==> config.mk <==
export PLATFORM = sky130hd
export DESIGN_NAME = mem_bus_seq
export DESIGN_NICKNAME = d
export VERILOG_FILES = /design/src/rtl/mem_bus_seq.sv
export SDC_FILE = /design/constraint.sdc
export NUM_CORES = 1
export LEC_CHECK = 0
export CAP_MARGIN = 20
export CORE_MARGIN = 4
export CORE_UTILIZATION = 53
export DETAILED_ROUTE_END_ITERATION = 8
export GPL_ROUTABILITY_DRIVEN = 0
export GPL_TIMING_DRIVEN = 0
export PLACE_DENSITY = 0.77
export SYNTH_ARGS = -nofsm -noshare
export SYNTH_HDL_FRONTEND = slang
export SYNTH_SLANG_ARGS = --single-unit
==> constraint.sdc <==
create_clock -name clk -period 1.8 [get_ports clk]
set_input_delay 0.18 -clock clk [delete_from_list [all_inputs] [get_ports clk]]
set_output_delay 0.18 -clock clk [all_outputs]
set_load 0.02 [all_outputs]
==> src/rtl/mem_bus_seq.sv <==
// mem_bus_seq: sequences the shared bidirectional data bus between the working
// register and memory. Turns single-cycle load/store requests into
// mutually-exclusive mem_write/mem_read strobes, inserts turnaround idle
// cycles on a change of direction, waits for mem_ack with a timeout, and
// reports done/error to the control unit.
//
// Ports:
//   clk        system clock, rising edge
//   rst_n      asynchronous active-low reset
//   req_load   request DATA->WREG transfer (sampled only in IDLE)
//   req_store  request WREG->DATA transfer (sampled only in IDLE)
//   mem_ack    memory data valid (load) / data accepted (store)
//   mem_write  bidir port control: routes DATA->WREG
//   mem_read   bidir port control: drives WREG onto DATA
//   wreg_load  one-cycle capture enable for the working register
//   busy       high in every state except IDLE
//   done       one-cycle pulse on transfer completion
//   error      one-cycle pulse on timeout or simultaneous requests
module mem_bus_seq #(
    parameter int unsigned TIMEOUT_CYC = 15,
    parameter int unsigned TURN_CYC    = 1
) (
    input  logic clk,
    input  logic rst_n,
    input  logic req_load,
    input  logic req_store,
    input  logic mem_ack,
    output logic mem_write,
    output logic mem_read,
    output logic wreg_load,
    output logic busy,
    output logic done,
    output logic error
);

    localparam int unsigned CW = $clog2(TIMEOUT_CYC + 1);
    localparam int unsigned TW = $clog2(TURN_CYC + 1);

    typedef enum logic [2:0] {
        S_IDLE, S_TURN, S_LOAD, S_STORE, S_DONE_L, S_DONE_S, S_ERR
    } state_t;

    typedef enum logic [1:0] {
        DIR_NONE, DIR_LOAD, DIR_STORE
    } dir_t;

    state_t         state, state_nx;
    dir_t           last_dir, last_dir_nx;
    logic [CW-1:0]  cnt, cnt_nx;
    logic [TW-1:0]  tcnt, tcnt_nx;
    logic           pend_load, pend_load_nx;

    always_comb begin
        state_nx     = state;
        last_dir_nx  = last_dir;
        cnt_nx       = cnt;
        tcnt_nx      = tcnt;
        pend_load_nx = pend_load;
        case (state)
            S_IDLE: begin
                if (req_load && req_store) begin
                    state_nx = S_ERR;
                end else if (req_load) begin
                    pend_load_nx = 1'b1;
                    cnt_nx       = '0;
                    tcnt_nx      = '0;
                    state_nx     = (last_dir == DIR_STORE) ? S_TURN : S_LOAD;
                end else if (req_store) begin
                    pend_load_nx = 1'b0;
                    cnt_nx       = '0;
                    tcnt_nx      = '0;
                    state_nx     = (last_dir == DIR_LOAD) ? S_TURN : S_STORE;
                end
            end
            S_TURN: begin
                if (tcnt == TW'(TURN_CYC - 1)) begin
                    cnt_nx   = '0;
                    state_nx = pend_load ? S_LOAD : S_STORE;
                end else begin
                    tcnt_nx = tcnt + TW'(1);
                end
            end
            S_LOAD, S_STORE: begin
                // cnt holds the number of wait cycles already spent; ack wins
                // over timeout on the final cycle.
                if (mem_ack) begin
                    state_nx = (state == S_LOAD) ? S_DONE_L : S_DONE_S;
                end else if (cnt == CW'(TIMEOUT_CYC - 1)) begin
                    state_nx    = S_ERR;
                    last_dir_nx = (state == S_LOAD) ? DIR_LOAD : DIR_STORE;
                end else if (cnt != CW'(TIMEOUT_CYC)) begin
                    cnt_nx = cnt + CW'(1);
                end
            end
            S_DONE_L: begin
                last_dir_nx = DIR_LOAD;
                state_nx    = S_IDLE;
            end
            S_DONE_S: begin
                last_dir_nx = DIR_STORE;
                state_nx    = S_IDLE;
            end
            default: state_nx = S_IDLE;
        endcase
    end

    always_ff @(posedge clk or negedge rst_n) begin
        if (!rst_n) begin
            state     <= S_IDLE;
            last_dir  <= DIR_NONE;
            cnt       <= '0;
            tcnt      <= '0;
            pend_load <= 1'b0;
        end else begin
            state     <= state_nx;
            last_dir  <= last_dir_nx;
            cnt       <= cnt_nx;
            tcnt      <= tcnt_nx;
            pend_load <= pend_load_nx;
        end
    end

    // Outputs are registered decodes of the next state, so they line up with
    // the state they belong to and carry no combinational glitches.
    always_ff @(posedge clk or negedge rst_n) begin
        if (!rst_n) begin
            mem_write <= 1'b0;
            mem_read  <= 1'b0;
            wreg_load <= 1'b0;
            busy      <= 1'b0;
            done      <= 1'b0;
            error     <= 1'b0;
        end else begin
            mem_write <= (state_nx == S_LOAD)  || (state_nx == S_DONE_L);
            mem_read  <= (state_nx == S_STORE) || (state_nx == S_DONE_S);
            wreg_load <= (state_nx == S_DONE_L);
            busy      <= (state_nx != S_IDLE);
            done      <= (state_nx == S_DONE_L) || (state_nx == S_DONE_S);
            error     <= (state_nx == S_ERR);
        end
    end

endmodule

==> results.yml <==
sta:
  drv_slew: 0
  layout_min_cycle_time_ns: 1.68
  rsz0062_at_grt: "false"
  hold_violations: 0
  fmax_mhz: 596
  finClkSkew_ns: 0.00464
  slew_headroom: 0.546
  setup_viol: 0
  period_share: 0.932
  worst-slew-pin-transition_ns: 0.679
route:
  ant_nets: 0
  drtIter0Drc: 9
  dr.pass1.iters: 4
  postRouteWirelength_mm: 1.52
  routedWlPerCell_um: 13.0
  num_vias: 673
  vias_per_cell: 5.75
  drc: 0
setup_path:
  r2r-end: "busy$_DFF_PN0_"
  r2r_slack_ns: 0.12
  start_kind: "register"
  cpMaxStageDelayCell: "dfrtp_1"
  worst_path_largest_cell_delay_ns: 0.41
  path_delay_family: "simple AND/OR/NAND/NOR gates"
  path_cells: "inv_1 > ha_1 > nand3_1 > o31a_1 > o211a_2 > or3_1"
  crit_fanout: 6
  reg2reg_depth: 6
  crit_buf_inv: 1
  reg2reg_from: "cnt[0]$_DFFE_PN0P_"
  crit_type: "reg -> reg"
  cp.arrival_ns: 1.86
  cp-end-kind: "register"
  required_ns: 1.99
floorplanning:
  io_pins: 11
  initial_utilization: 0.572
  dieArea_um2: 2380
  die_w_um: 48.8
  coreArea_um2: 1540
  rows: 14
  die_h_um: 48.8
logic_synthesis:
  synth-main-ff-cell: "dfrtp_1"
  syn_nets: 96
  ys_ff_latch: 16
  yosysSeqAreaShare: 0.454
  synth-edff-count: 0
  async_reset_ff_frac: 1.00
  yosys_warnings: 0
  syn_avg_cell_area_um2: 10.1
  synthesis.instances: 87
  synth.distinct_cells: 36
  synth_area_um2: 882
placement:
  dp.final_hpwl_mm: 1.15
  portBuffers: 10
power_and_ir_drop:
  ir_drop_mv: 0.866
  p_leak_nw: 0.469
  power_mw: 1.62
  powerDensity_nw_per_um2: 1560
global_route:
  antenna_found_initial: 0
  grt_max_degree: 17
  grt_pass1_vias: 628
  grtUsageTotal: 0.137
  grt-ovfl-total: 0
  grt_pass1_wl_mm: 2.60
clock_tree:
  cts_tree: "yes"
  cts_buffers: 3
  clockRootBuffer: "clkbuf_4"
  post_cts_resized: 0
  clock_sinks: 16
  clk_path_buf_depth: 2
  clkTransAtPathRegs_ns: 0.10
  h-tree-depth: 1
  cts_setup_buffers: 0
  clk_latency_ns: 0.29
  cts_hold_buf: 0
outcome:
  status: "finished clean"
layout:
  drive_gt1_frac: 0.129
  fillerInstances: 122
  final_common_cell: "dfrtp_1"
  layout_common_cells: "dfrtp_1 (16), clkdlybuf4s50_1 (10), inv_1 (9)"
  layout.nets: 111
  antenna_cells: 0
  final_core_util: 0.674
  area_growth_syn_to_layout_pct: 17.7
flow_run:
  max_cap_viol_count: 0
worst_hold_path:
  min_path_type: "in -> async"
-- logic make-up after synthesis --
group / count (synthesis) / share of synthesized area
compound gates: 24 / 0.204
simple gates: 28 / 0.183
mux: 2 / 0.0241
fa+ha+maj: 4 / 0.0567
buf+inv: 13 / 0.0780
flops: 16 / 0.454
-- metal layers --
| metal | track usage | up-vias | part of all wire |
|---|---|---|---|
| li1 | - | 340 | - |
| met1 | 0.180 | 317 | 0.50 |
| met2 | 0.220 | 14 | 0.46 |
| met3 | 0.0275 | 2 | 0.032 |
| met4 | 0.0538 | 0 | 0.011 |
| met5 | 0 | - | 0 |
-- cells in the mapped netlist (2+ instances only) --
library cell,number,area share
nor3_1,2,0.011
nand3b_1,2,0.017
dfrtp_1,16,0.45
nand3_1,5,0.028
buf_6,2,0.026
o31ai_1,2,0.017
ha_1,4,0.057
o21ai_0,4,0.023
nor2b_1,2,0.014
a211oi_1,2,0.017
nor2_1,4,0.017
nand2_1,5,0.021
o221ai_1,2,0.020
a21oi_1,3,0.017
inv_1,9,0.038
nand2b_1,3,0.021
-- power by group --
| group | total [mW] | internal [mW] | switching [mW] |
|---|---|---|---|
| logic | 0.793 | 0.364 | 0.429 |
| clock network | 0.247 | 0.123 | 0.124 |
| registers | 0.584 | 0.502 | 0.0820 |
-- per-stage QoR --
step / std cells / TNS [ns] / worst slack, ns / hold slack [ns] / area (um^2)
2_1_floorplan: 87 / 0 / 0.229 / -0.116 / 882
3_3_place_gp: 113 / -0.0581 / -0.0385 / 0.473 / 1000
3_5_place_dp: 113 / -0.0649 / -0.0589 / 0.512 / 1000
4_1_cts: 117 / 0 / 0.118 / 0.316 / 1040
5_1_grt: 117 / 0 / 0.0381 / 0.345 / 1040
6_report: 117 / 0 / 0.122 / 0.287 / 1040
-- how the worst max path moves through the flow --
stage / from / to / slack (ns) / cells after the start
floorplan: cnt[0]$_DFFE_PN0P_ / busy$_DFF_PN0_ / 0.23 / 6
global placement: req_load / busy$_DFF_PN0_ / -0.04 / 6
detailed placement: req_load / busy$_DFF_PN0_ / -0.06 / 6
CTS: cnt[0]$_DFFE_PN0P_ / busy$_DFF_PN0_ / 0.12 / 6
global route: cnt[0]$_DFFE_PN0P_ / busy$_DFF_PN0_ / 0.04 / 6
finish: cnt[0]$_DFFE_PN0P_ / busy$_DFF_PN0_ / 0.12 / 6
-- worst reg2reg max path, stage by stage, from the launching register on --
cell and delay [ns]:
dfrtp_1 0.41, inv_1 0.09, ha_1 0.17, nand3_1 0.12, o31a_1 0.26, o211a_2 0.15, or3_1 0.37
-- sequential cells by signal, indices dropped and copies added (netlist names) --
name / count
busy: 1
cnt: 4
done: 1
error: 1
last_dir: 2
mem_read: 1
mem_write: 1
pend_load: 1
state: 3
wreg_load: 1
-- cell type report --
class	instances	area, um^2	area share
tap	16	20.0	0.0193
clock buffer	4	36.3	0.0349
timing repair buffer	10	100	0.0964
buffer	3	26.3	0.0253
inverter	10	42.5	0.0410
sequential	16	400	0.386
multi-input combinational	58	413	0.398
Power figures use the tool's default switching activity.
